### src/rtl/tick_updown_counter_pkg.sv
// Shared types and constants for the tick up/down counter core.
package tick_counter_pkg;

  typedef enum logic [1:0] {
    ST_STOP  = 2'd0,
    ST_RUN   = 2'd1,
    ST_CLEAR = 2'd2
  } state_t;

  localparam logic MODE_UP   = 1'b0;
  localparam logic MODE_DOWN = 1'b1;

endpackage

### src/rtl/tick_updown_counter_prescaler.sv
// Reusable tick prescaler: one-cycle o_tick every PRESCALE enabled cycles.
module tick_prescaler #(
  parameter int PRESCALE = 10
) (
  input  logic clk,
  input  logic reset,
  input  logic i_en,
  input  logic i_sclr,
  output logic o_tick
);

  localparam int PW = (PRESCALE > 1) ? $clog2(PRESCALE) : 1;
  localparam logic [PW-1:0] LAST = PW'(PRESCALE - 1);

  logic [PW-1:0] cnt;

  always_ff @(posedge clk or posedge reset) begin
    if (reset) begin
      cnt    <= '0;
      o_tick <= 1'b0;
    end else if (i_sclr) begin
      cnt    <= '0;
      o_tick <= 1'b0;
    end else if (i_en) begin
      if (cnt == LAST) begin
        cnt    <= '0;
        o_tick <= 1'b1;
      end else begin
        cnt    <= cnt + PW'(1);
        o_tick <= 1'b0;
      end
    end else begin
      o_tick <= 1'b0;
    end
  end

endmodule

### src/rtl/tick_updown_counter.sv
// Modulo-MOD up/down event counter with tick prescaler and run/stop/clear FSM.
// Optional synchronous load port enabled by defining TICK_COUNTER_LOAD_EN.
module tick_updown_counter
  import tick_counter_pkg::*;
#(
  parameter int CLK_HZ  = 100_000_000,
  parameter int TICK_HZ = 10,
  parameter int MOD     = 10_000,
  localparam int W      = $clog2(MOD)
) (
  input  logic         clk,
  input  logic         reset,
  input  logic         i_mode,
  input  logic         i_run_stop,
  input  logic         i_clear,
`ifdef TICK_COUNTER_LOAD_EN
  input  logic         i_load,
  input  logic [W-1:0] i_load_val,
`endif
  output logic [W-1:0] o_count,
  output logic         o_running,
  output logic         o_tick,
  output logic         o_tc
);

  localparam int PRESCALE = CLK_HZ / TICK_HZ;
  localparam logic [W-1:0] CNT_MAX = W'(MOD - 1);

  state_t state, state_nxt;
  logic run_q;
  logic tick_take;
  logic [W-1:0] count_step;
  logic tc_step;

  assign run_q     = (state == ST_RUN);
  assign o_running = run_q;

  tick_prescaler #(.PRESCALE(PRESCALE)) u_prescaler (
    .clk    (clk),
    .reset  (reset),
    .i_en   (run_q),
    .i_sclr (~run_q),
    .o_tick (o_tick)
  );

  always_ff @(posedge clk or posedge reset) begin
    if (reset) state <= ST_STOP;
    else       state <= state_nxt;
  end

  always_comb begin
    state_nxt = state;
    case (state)
      ST_STOP:  if (i_run_stop) state_nxt = ST_RUN;
      ST_RUN:   if (i_run_stop) state_nxt = ST_STOP;
      ST_CLEAR: state_nxt = ST_STOP;
      default:  state_nxt = ST_STOP;
    endcase
    if (i_clear) state_nxt = ST_CLEAR;
  end

  // A tick only counts if the FSM stays in RUN across this edge.
  assign tick_take = o_tick & run_q & (state_nxt == ST_RUN);

  always_comb begin
    count_step = o_count;
    tc_step    = 1'b0;
    if (i_mode == MODE_UP) begin
      if (o_count == CNT_MAX) begin
        count_step = '0;
        tc_step    = 1'b1;
      end else begin
        count_step = o_count + W'(1);
      end
    end else begin
      if (o_count == '0) begin
        count_step = CNT_MAX;
        tc_step    = 1'b1;
      end else begin
        count_step = o_count - W'(1);
      end
    end
  end

`ifdef TICK_COUNTER_LOAD_EN
  logic [W-1:0] load_clamped;
  assign load_clamped = (i_load_val > CNT_MAX) ? CNT_MAX : i_load_val;
`endif

  always_ff @(posedge clk or posedge reset) begin
    if (reset) begin
      o_count <= '0;
      o_tc    <= 1'b0;
    end else if (i_clear) begin
      o_count <= '0;
      o_tc    <= 1'b0;
`ifdef TICK_COUNTER_LOAD_EN
    end else if (i_load) begin
      o_count <= load_clamped;
      o_tc    <= 1'b0;
`endif
    end else if (tick_take) begin
      o_count <= count_step;
      o_tc    <= tc_step;
    end else begin
      o_tc    <= 1'b0;
    end
  end

endmodule

### config.mk
export PLATFORM = sky130hd
export DESIGN_NAME = tick_updown_counter
export DESIGN_NICKNAME = d
export VERILOG_FILES = /design/src/rtl/tick_updown_counter_pkg.sv /design/src/rtl/tick_updown_counter_prescaler.sv /design/src/rtl/tick_updown_counter.sv
export SDC_FILE = /design/constraint.sdc
export NUM_CORES = 1
export LEC_CHECK = 0
export ABC_AREA = 1
export ABC_CLOCK_PERIOD_IN_PS = 2600
export BUFFER_PORTS_ARGS = -buffer_cell sky130_fd_sc_hd__clkbuf_2
export CAP_MARGIN = 20
export CORE_MARGIN = 1
export CORE_UTILIZATION = 55
export CTS_CLUSTER_SIZE = 12
export DETAILED_ROUTE_END_ITERATION = 8
export PLACE_DENSITY = 0.75
export SLEW_MARGIN = 20
export SYNTH_ARGS = -nofsm -noshare
export SYNTH_HDL_FRONTEND = slang
export SYNTH_SLANG_ARGS = --single-unit
### constraint.sdc
create_clock -name clk -period 2.6 [get_ports clk]
set_input_delay 0.26 -clock clk [delete_from_list [all_inputs] [get_ports clk]]
set_output_delay 0.26 -clock clk [all_outputs]
set_load 0.1 [all_outputs]
==> impl_metrics.env <==
export IMPL_count_of_unique_library_cells_instantiated_by_yosys=28
export IMPL_finalCritPeriodShare_pct=66.7
export IMPL_r2r_worst_path_cells=9
export IMPL_pin_count_of_the_biggest_net_entering_global_routing=30
export IMPL_fp_dieArea_um2=5660
export IMPL_cts_clk_slew_worst_paths_ns=0.08
export IMPL_port_buffers=21
export IMPL_flow_area_growth_from_synthesis_pct=7.88
export IMPL_cts_root_buffer_cell="clkbuf_8"
export IMPL_antennaDiodeCount=0
export IMPL_vdd_ir_drop_max_v=0.000218
export IMPL_max_freq_mhz=577
export IMPL_stdcell_count=537
export IMPL_ff_latch_area_um2=1050
export IMPL_end_kind="output pin"
export IMPL_syn_num_nets=454
export IMPL_netSwitchingPower_mw=0.364
export IMPL_cts_buffers_inserted=5
export IMPL_nets=474
export IMPL_timing_slew_headroom_pct=58.8
export IMPL_antenna_violations_before_repair=0
export IMPL_critical_path_buffer_and_inverter_count=1
export IMPL_post_route_min_period_ns=1.73
export IMPL_worst_endpoint_arrival_ns=1.47
export IMPL_biggest_cell_delay_along_the_critical_path_ns=0.61
export IMPL_crit_path_cell_trace="clkbuf_2"
export IMPL_via_count_of_the_first_global_routing_pass=2491
export IMPL_totalWireLength_um=7280
export IMPL_yosys_warnings=0
export IMPL_switching_share_pct=28.7
export IMPL_fin_util_pct=62.0
export IMPL_cts_tree="yes"
export IMPL_initial_core_util_pct=57.4
export IMPL_dpl_cell_count=529
export IMPL_avgSynthCellArea_um2=6.62
export IMPL_hpwlAfterDp_um=5540
export IMPL_grt_total_usage_pct=27.4
export IMPL_path_delay_family="flip-flops"
export IMPL_combinationalPowerShare_pct=11.6
export IMPL_hp_class="primary input to async pin"
export IMPL_flip_flop_and_latch_count_after_synthesis=42
export IMPL_drt_iter0_markers=284
export IMPL_mostFrequentLayoutCells="nand2_1, nor2_1, inv_1"
export IMPL_rsz0062_at_grt="no"
export IMPL_cts_resized=0
export IMPL_clock_skew_final_ns=0.00488
export IMPL_clock_sink_count=42
export IMPL_globalplace_congestion=1.00
export IMPL_cellInternalPower_mw=0.907
export IMPL_outcome="complete, no violations"
export IMPL_yosysSeqAreaShare_pct=35.6
export IMPL_ant_nets=0
export IMPL_proportion_of_layout_cells_with_a_drive_suffix_above_1_pct=13.3
export IMPL_num_rows=26
export IMPL_setup_violations_final=0
export IMPL_cap_viol_max_count=0
export IMPL_clock_power_share_pct=35.8
export IMPL_detail_route_first_pass_iterations=5
export IMPL_crit_type="register to output pin"
export IMPL_cts_hold_fix_buffers=0
export IMPL_crit_cells=1
export IMPL_maxSlewViolCount=0
export IMPL_drt_wirelength_per_cell_um=13.6
export IMPL_drcViolationCount=0
export IMPL_power_share_sequential_pct=52.6
export IMPL_global_route_wire_length_before_repair_um=11600
export IMPL_syn_area_um2=2950
export IMPL_coreArea_um2=5140
export IMPL_post_cts_setup_buffers=0
export IMPL_overflow=0
export IMPL_critical_path_slowest_cell="dfrtp_1"
export IMPL_dr_total_vias=2878
export IMPL_clk_latency_ns=0.30
export IMPL_placement_setup_worst_slack_ns=0.899
export IMPL_detail_route_vias_per_cell=5.36
export IMPL_timing_final_ws_setup_ns=0.866
export IMPL_clock_path_buffers=2
export IMPL_multiInputGateArea_um2=1620
export IMPL_n_fill_cell=515
export IMPL_worstPathMaxFanout=11
export IMPL_setup_total_negative_slack_ns=0
export IMPL_cts_htree_levels=2
export IMPL_mostFrequentLayoutCell="nand2_1"
export IMPL_power_per_cell_area_nw_per_um2=399
export IMPL_leakagePower_nw=1.58
export IMPL_ports_placed_on_the_boundary=22
export IMPL_hold_violations=0
export IMPL_tightestPinTransition_ns=0.617
export IMPL_crit_path_start_kind="register"
export IMPL_floorplan_die_width_um=75.3
export IMPL_syn_inst=446
export IMPL_worst_endpoint_required_ns=2.34
export IMPL_die_y_um=75.3
export IMPL_holdWs_ns=0.00638
-- layer usage --
layer	vias to the layer above	GRT usage, %	share of wire, %	wire length, um
li1	1436	-	-	-
met1	1315	40.9	48	3510
met2	116	40.5	43	3110
met3	11	5.22	7.7	561
met4	0	7.41	1.3	97
met5	-	0	0	0
-- final timing paths --
check	from	endpoint	slack [ns]
max in group asynchronous	reset	u_prescaler.cnt[15]	1.97
min in group clk	i_clear	state[1]	0.12
hold / removal	reset	o_count[2]	0.006
hold reg to reg	u_prescaler.cnt[0]	u_prescaler.cnt[0]	0.47
setup reg to reg	o_count[0]	o_count[11]	0.87
setup / recovery	o_count[3]	o_count[3]	0.87
-- metrics by stage --
step                power [mW]  instance area, um^2
floorplan                0.795                 2950
global placement         0.826                 3090
detailed placement       0.828                 3090
CTS                       1.27                 3180
global route              1.31                 3180
finish                    1.27                 3180
-- Yosys cell counts --
| cell | instances | area share (%) |
|---|---|---|
| buf_4 | 2 | 0.51 |
| inv_2 | 6 | 0.76 |
| nor2_4 | 5 | 1.9 |
| ha_1 | 3 | 1.3 |
| nand3b_1 | 3 | 0.76 |
| nand2_1 | 129 | 16 |
| dfrtp_1 | 42 | 36 |
| nand3_2 | 2 | 0.68 |
| xnor2_1 | 3 | 0.89 |
| nor2_1 | 76 | 9.7 |
| buf_6 | 2 | 0.76 |
| nor2_2 | 6 | 1.3 |
| o21bai_1 | 2 | 0.51 |
| a21oi_1 | 3 | 0.51 |
| clkbuf_1 | 3 | 0.38 |
| inv_1 | 54 | 6.9 |
| nand4_1 | 10 | 2.1 |
| nor3_1 | 8 | 1.4 |
| nand2_2 | 9 | 1.9 |
| nand4_4 | 1 | 0.72 |
| nor2_8 | 1 | 0.68 |
| nand3_1 | 47 | 8.0 |
| xor2_1 | 9 | 2.7 |
| nor3_2 | 2 | 0.68 |
| o21ai_1 | 1 | 0.17 |
| o21ai_0 | 14 | 2.4 |
| buf_2 | 2 | 0.34 |
| nor3b_1 | 1 | 0.25 |
-- registers in the layout, indices dropped and copies added, names as in the netlist --
register,cells
u_prescaler.o_tick,1
u_prescaler.cnt,24
o_count,14
o_tc,1
state,2
-- cell families after synthesis --
family	count (synthesis)	share of synthesized area [%]
AOI/OAI and AO/OA	20	3.56
adders and majority gates	3	1.27
xor gates and xnor gates	12	3.56
and+or+nand+nor	300	46.4
DFF	42	35.6
buffers and inverters	69	9.62
-- final cells by class --
cell class / instances / share of cell area [%]
Multi-Input combinational cell: 335 / 50.8
Sequential cell: 42 / 33.0
Inverter: 60 / 7.07
Timing Repair Buffer: 22 / 3.54
Tap cell: 70 / 2.75
Clock buffer: 7 / 2.71
Clock inverter: 1 / 0.157
-- power by group through the flow --
stage	combinational (mW)	clock [mW]	sequential, mW
6_report	0.147	0.456	0.668
5_1_grt	0.164	0.482	0.669
4_1_cts	0.147	0.457	0.668
3_5_place_dp	0.147	0	0.681
3_3_place_gp	0.145	0	0.681
2_1_floorplan	0.0913	0	0.703
Note: power is estimated with default switching activity, not from simulation.
